**src/rtl/hicore_flush_ctrl.sv**
```systemverilog
// hicore_flush_ctrl: sequences the redirect that follows a commit flush.
// The flush stalls retirement and kills younger work. The controller then
// waits for outstanding LSU bus transactions to drain. For fence.i it
// optionally runs an I-cache invalidate handshake. Finally it hands the
// captured PC to the IFU over a valid/ready redirect handshake.
//
// Optional feature macro: HICORE_FENCEI_INVAL_EN
//   defined   : fence.i flushes run the I-cache invalidate handshake (INVAL).
//   undefined : INVAL is never entered, icache_inval_req is tied low and
//               icache_inval_ack is ignored; fence.i is a plain flush.
module hicore_flush_ctrl #(
    parameter int PC_SIZE = 32,
    parameter int OUTST_W = 3
) (
    input  logic               clk,
    input  logic               rst,
    input  logic               commit_flush,
    input  logic [PC_SIZE-1:0] commit_flush_pc,
    input  logic               commit_fence_i,
    output logic               commit_stall,
    output logic               pipe_kill,
    input  logic               lsu_req_fire,
    input  logic               lsu_rsp_fire,
    output logic               lsu_req_block,
    output logic               icache_inval_req,
    input  logic               icache_inval_ack,
    output logic               ifu_redirect_valid,
    input  logic               ifu_redirect_ready,
    output logic [PC_SIZE-1:0] ifu_redirect_pc
);

    typedef enum logic [1:0] {
        ST_IDLE  = 2'd0,
        ST_DRAIN = 2'd1,
        ST_INVAL = 2'd2,
        ST_REDIR = 2'd3
    } state_e;

    localparam logic [OUTST_W-1:0] CNT_MAX  = {OUTST_W{1'b1}};
    localparam logic [OUTST_W-1:0] CNT_ZERO = {OUTST_W{1'b0}};
    localparam logic [OUTST_W-1:0] CNT_ONE  = {{(OUTST_W-1){1'b0}}, 1'b1};

    state_e               state_q, state_d;
    logic [OUTST_W-1:0]   outst_cnt_q, outst_cnt_d;
    logic [PC_SIZE-1:0]   pc_q, pc_d;
    logic                 fence_q, fence_d;

`ifndef HICORE_FENCEI_INVAL_EN
    // The acknowledge has no consumer when the invalidate path is not built.
    logic unused_inval_ack_s;
    assign unused_inval_ack_s = icache_inval_ack;
`endif

    // State, counter and capture registers with synchronous reset.
    always_ff @(posedge clk) begin
        if (rst) begin
            state_q     <= ST_IDLE;
            outst_cnt_q <= CNT_ZERO;
            pc_q        <= {PC_SIZE{1'b0}};
            fence_q     <= 1'b0;
        end else begin
            state_q     <= state_d;
            outst_cnt_q <= outst_cnt_d;
            pc_q        <= pc_d;
            fence_q     <= fence_d;
        end
    end

    // Next-state logic; also captures the flush target and fence flag.
    always_comb begin
        state_d = state_q;
        pc_d    = pc_q;
        fence_d = fence_q;
        case (state_q)
            ST_IDLE: begin
                if (commit_flush) begin
                    state_d = ST_DRAIN;
                    pc_d    = commit_flush_pc;
                    fence_d = commit_fence_i;
                end else begin
                    state_d = ST_IDLE;
                end
            end
            ST_DRAIN: begin
                // Exit decision uses the registered count, not this cycle's fires.
                if (outst_cnt_q == CNT_ZERO) begin
`ifdef HICORE_FENCEI_INVAL_EN
                    if (fence_q) begin
                        state_d = ST_INVAL;
                    end else begin
                        state_d = ST_REDIR;
                    end
`else
                    state_d = ST_REDIR;
                    fence_d = 1'b0;
`endif
                end else begin
                    state_d = ST_DRAIN;
                end
            end
`ifdef HICORE_FENCEI_INVAL_EN
            ST_INVAL: begin
                if (icache_inval_ack) begin
                    state_d = ST_REDIR;
                    fence_d = 1'b0;
                end else begin
                    state_d = ST_INVAL;
                end
            end
`endif
            ST_REDIR: begin
                if (ifu_redirect_ready) begin
                    state_d = ST_IDLE;
                end else begin
                    state_d = ST_REDIR;
                end
            end
            default: begin
                state_d = ST_IDLE;
                fence_d = 1'b0;
            end
        endcase
    end

    // Outstanding LSU transaction counter; saturates at both ends.
    always_comb begin
        outst_cnt_d = outst_cnt_q;
        if (lsu_req_fire && !lsu_rsp_fire) begin
            if (outst_cnt_q != CNT_MAX) begin
                outst_cnt_d = outst_cnt_q + CNT_ONE;
            end else begin
                outst_cnt_d = outst_cnt_q;
            end
        end else if (lsu_rsp_fire && !lsu_req_fire) begin
            // A response with nothing outstanding is a protocol error; hold at zero.
            if (outst_cnt_q != CNT_ZERO) begin
                outst_cnt_d = outst_cnt_q - CNT_ONE;
            end else begin
                outst_cnt_d = outst_cnt_q;
            end
        end else begin
            outst_cnt_d = outst_cnt_q;
        end
    end

    // Output decode from the registered state and count.
    always_comb begin
        commit_stall       = 1'b0;
        pipe_kill          = 1'b0;
        icache_inval_req   = 1'b0;
        ifu_redirect_valid = 1'b0;
        ifu_redirect_pc    = pc_q;
        lsu_req_block      = (state_q != ST_IDLE) || (outst_cnt_q == CNT_MAX);
        case (state_q)
            ST_IDLE: begin
                commit_stall = 1'b0;
                pipe_kill    = 1'b0;
            end
            ST_DRAIN: begin
                commit_stall = 1'b1;
                pipe_kill    = 1'b1;
            end
            ST_INVAL: begin
                commit_stall = 1'b1;
                pipe_kill    = 1'b1;
`ifdef HICORE_FENCEI_INVAL_EN
                icache_inval_req = 1'b1;
`else
                icache_inval_req = 1'b0;
`endif
            end
            ST_REDIR: begin
                commit_stall       = 1'b1;
                pipe_kill          = 1'b1;
                ifu_redirect_valid = 1'b1;
            end
            default: begin
                commit_stall = 1'b1;
                pipe_kill    = 1'b1;
            end
        endcase
    end

endmodule

```
**config.mk**
```make
export PLATFORM = sky130hd
export DESIGN_NAME = hicore_flush_ctrl
export DESIGN_NICKNAME = d
export VERILOG_FILES = /design/src/rtl/hicore_flush_ctrl.sv
export SDC_FILE = /design/constraint.sdc
export NUM_CORES = 1
export LEC_CHECK = 0
export CAP_MARGIN = 10
export CORE_ASPECT_RATIO = 0.75
export CORE_MARGIN = 5
export CORE_UTILIZATION = 45
export DETAILED_ROUTE_END_ITERATION = 8
export HOLD_SLACK_MARGIN = 0.1
export PLACE_DENSITY = 0.85
export SYNTH_ARGS = -nofsm -noshare
export SYNTH_HDL_FRONTEND = slang
export SYNTH_SLANG_ARGS = --single-unit
```
**constraint.sdc**
```tcl
create_clock -name clk -period 5.3 [get_ports clk]
set_input_delay 1.06 -clock clk [delete_from_list [all_inputs] [get_ports clk]]
set_output_delay 1.06 -clock clk [all_outputs]
set_load 0.1 [all_outputs]
```
* After elaboration in Yosys (flattened, before gate mapping)
Index checks and enable logic that the tools add are counted.
Word-level totals: register bits 37, bits of input ports 40
Operators by class: reductions and logical operators 14, add/sub/neg operators 2, mux-type cells 10, equality and inequality tests 6
Operator list (number):
- $mux W3 | 4
- $pmux W2 S3 | 1
- $reduce_bool A2 Y1 | 3
- $eq A2 B2 Y1 const B | 2
- $mux W2 | 2
- $add A3 B1 Y3 const B | 1
- $eq A3 B3 Y1 const B | 1
- $logic_not A3 Y1 | 1
- $ne A3 B3 Y1 const B | 1
- $reduce_and A3 Y1 | 1
- $reduce_bool A3 Y1 | 1
- $reduce_or A3 Y1 | 1
- $sub A3 B1 Y3 const B | 1
- $eq A2 B1 Y1 const B | 1
- $logic_and A1 B1 Y1 | 2
- $logic_not A1 Y1 | 2
- $logic_not A2 Y1 | 1
- $mux W1 | 2
- $ne A2 B1 Y1 const B | 1
- $pmux W1 S2 | 1
- $reduce_and A2 Y1 | 1
- $logic_or A1 B1 Y1 | 1

* Logic depth before layout (Yosys ltp)
word-level depth 4, depth in mapped cells 8, mapped depth without buffers 7

* Worst setup path after synthesis
No wires, ideal clock.
path type register to output, from reg state_q[1], to out lsu_req_block, slack 2.800 ns, arrival time 1.440 ns, buffers on the path 0, stages on the path, launching flop included 3, cells stage by stage dfxtp_1 -> or2_2 -> a31o_2
Between the ends: longest elaborated chain between the ends 2
RTL lines:
- start: declaration | line 43 | state_e state_q, state_d;
- start signal: assignment | line 62 | state_q <= state_d;
- $reduce_bool A2 Y1 | line 153 | lsu_req_block = (state_q != ST_IDLE) || (outst_cnt_q == CNT_MAX);
- $logic_or A1 B1 Y1 | line 153
- end: declaration | line 24 | output logic lsu_req_block,
No other way between the ends.

* Worst setup path after layout
Ends and elaborated chain as after synthesis.

==> impl_metrics.py <==
metrics = {
    "worst_hold_path": {
        "hold_path.class": "reg -> reg",
        "holdCritStartpoint": "ifu_redirect_pc[4]",
        "min_to": "ifu_redirect_pc[4]",
        "whs_path_depth": 2,
    },
    "finish": {
        "postLayoutCoreUtil_pct": 68.2,
        "antenna_cells": 0,
        "layout.nets": 296,
        "drive_above_1_share_pct": 28.6,
        "stdcell_count": 307,
        "syn_to_final_growth_pct": 46.0,
        "nFillCells": 329,
    },
    "logic_synthesis": {
        "seq_area_frac_synth_pct": 43.1,
        "yosys_warnings": 0,
        "avgSynthCellArea_um2": 9.10,
        "synth_most_common_cell": "dfxtp_1",
        "synth_edf_count": 0,
        "synthArstFlopShare_pct": 0,
        "syn_nets": 231,
        "synthCells": 189,
        "synth_top_area_share_pct": 43.1,
        "synth-seq-cells": 37,
        "synth_ff_type": "dfxtp_1",
        "yosysTopAreaCell": "dfxtp_1",
        "synth_area_um2": 1720,
        "ys_top_cells_by_count": "37 x dfxtp_1, 36 x nand2_1, 30 x a21oi_2, 30 x nand2_2, 7 x a21oi_1",
        "ys_types": 36,
        "synthTopCellsByArea": "dfxtp_1 43%, a21oi_2 15%, nand2_2 11%, nand2_1 7.9%, buf_12 3.5%",
    },
    "power": {
        "ir_worst_vdd_mv": 0.227,
        "powerDensity_nw_per_um2": 346,
        "static-leakage-power_nw": 0.883,
    },
    "setup_path": {
        "required_ps": 4240,
        "r2r_end": "ifu_redirect_pc[5]",
        "r2r_start": "state_q[1]",
        "r2r_slack_ps": 3580,
        "cp-end-kind": "primary output",
        "crit_slowest_cell": "clkdlybuf4s50_1",
        "rr_worst_depth": 3,
        "worstSetupStartpointType": "flip-flop",
        "cp.arrival_ps": 2180,
        "crit_path_cell_trace": "or2_2, a31o_2, clkdlybuf4s50_1",
        "cp_max_fo": 8,
        "crit_type": "reg -> out",
        "max_stage_delay_ps": 960,
    },
    "clocking": {
        "cts-resized-gates": 0,
        "insertion_delay_ps": 280,
        "cts_sinks": 37,
        "cts_setup_buffers": 0,
        "cts_buffers": 5,
        "hold_buffers": 0,
        "root_buffer": "clkbuf_8",
        "clk_pin_slew_worst_paths_ps": 70,
        "cts_tree": "built",
        "clock_path_buffers": 2,
        "cts_max_level": 2,
    },
    "detailed_routing": {
        "via_per_inst": 4.77,
        "routedWlPerCell_um": 12.8,
        "drtAntennaViolNets": 0,
        "first_pass_iters": 4,
        "drt_iter0_drc": 44,
        "routed-via-count": 1465,
        "drc": 0,
        "drt_wl_total_um": 3940,
    },
    "timing": {
        "setup_violations": 0,
        "hold_viol_final": 0,
        "setup_ws_ps": 2060,
        "rsz0062_at_grt": "false",
        "fin_crit_ps": 3240,
        "fmax_mhz": 309,
        "max-slew-margin-rel_pct": 30.2,
        "hold-worst-slack_ps": 458,
        "period_share_pct": 61.1,
        "tns_ps": 0,
        "fin_skew_ps": 2.96,
        "worst_slew_pin_slew_ps": 1050,
        "slew_viol_final": 0,
    },
    "global_route": {
        "grt_usage_pct": 15.3,
        "grt_pass1_vias": 1315,
        "grt_max_degree": 38,
        "grt_pass1_wl_um": 6140,
        "grt.overflow.total": 0,
        "antenna_found_initial": 0,
    },
    "flow_run": {
        "cap_violations": 0,
    },
    "floorplan": {
        "placementRows": 19,
        "die_x_um": 81.4,
        "start_util_pct": 46.7,
        "core_region_area_um2": 3680,
        "dieArea_um2": 5170,
        "ios": 77,
        "fp.dieH_um": 63.5,
    },
    "placement": {
        "portBuffers": 73,
        "gp_congestion": 0.700,
        "dp_hpwl_um": 2800,
        "dpl_worst_slack_ps": 2350,
        "place_inst": 299,
    },
    "status": {
        "status": "complete, no violations",
    },
}
==> power breakdown <==
part           switching, mW  internal (mW)  leakage (nW)
Clock                 0.0924          0.153        0.0585
Sequential            0.0186          0.299         0.303
Combinational          0.215         0.0898         0.521
Total                  0.326          0.542         0.883
==> cells in the final DEF, fill, tap and decap left out, types with 2 or more instances in the layout <==
| master | count |
|---|---|
| nor2_1 | 4 |
| inv_1 | 3 |
| nand2_1 | 36 |
| clkdlybuf4s50_1 | 72 |
| a21oi_2 | 30 |
| o21ai_0 | 2 |
| dfxtp_1 | 37 |
| a21oi_1 | 7 |
| nand2_2 | 30 |
| clkbuf_8 | 6 |
| and2_1 | 2 |
==> sequential cells by signal (all words and copies together) (netlist names) <==
register and count:
ifu_redirect_pc 32, outst_cnt_q 3, state_q 2
==> final cells by class <==
cell class              instances  area [um^2]  share of cell area, %
flip-flops and latches         37          741                   29.5
well taps                      52         65.1                   2.59
clock inverters                 1         30.0                   1.20
multi-input cells             133          846                   33.7
repair buffers                 74          733                   29.2
inverters                       3         11.3                  0.448
clock buffers                   7         86.3                   3.44
==> through the flow <==
stage | power, mW | cell area [um^2]
2_1_floorplan | 0.562 | 1720
3_3_place_gp | 0.626 | 2400
3_5_place_dp | 0.630 | 2400
4_1_cts | 0.876 | 2510
5_1_grt | 0.908 | 2510
6_report | 0.868 | 2510
==> worst max path at each step <==
stage                      start        endpoint  slack [ps]  cells past startpoint
global route          state_q[1]   lsu_req_block        2000                      3
floorplan             state_q[1]   lsu_req_block        2800                      2
finish                state_q[1]   lsu_req_block        2060                      3
CTS                   state_q[1]   lsu_req_block        2050                      3
detailed placement  lsu_req_fire  outst_cnt_q[2]        2350                      7
global placement      state_q[1]   lsu_req_block        2380                      3
==> critical path, delay by kind of cell, from the launching register on <==
kind	cells	cell delay, ps
buffers and inverters	1	960
flip-flops	1	390
AND/OR/NAND/NOR	1	330
AO/OA/AOI/OAI	1	220
==> kinds of logic after synthesis <==
family | share of synthesized area [%]
other | 0.218
xor gates and xnor gates | 0.509
adders and majority gates | 1.89
buffers and inverters | 8.15
AOI/OAI and AO/OA | 20.7
and+or+nand+nor | 25.5
DFF | 43.1
==> per-layer routing <==
metal	up-vias	share of wire [%]	wire (um)	GRT usage, %
met5	-	0	0	0
met4	0	1.4	55	5.06
met3	9	10	409	6.55
met2	52	43	1680	23.4
met1	663	45	1790	19.2
li1	741	-	-	-
Note: power is estimated with default switching activity, not from simulation.
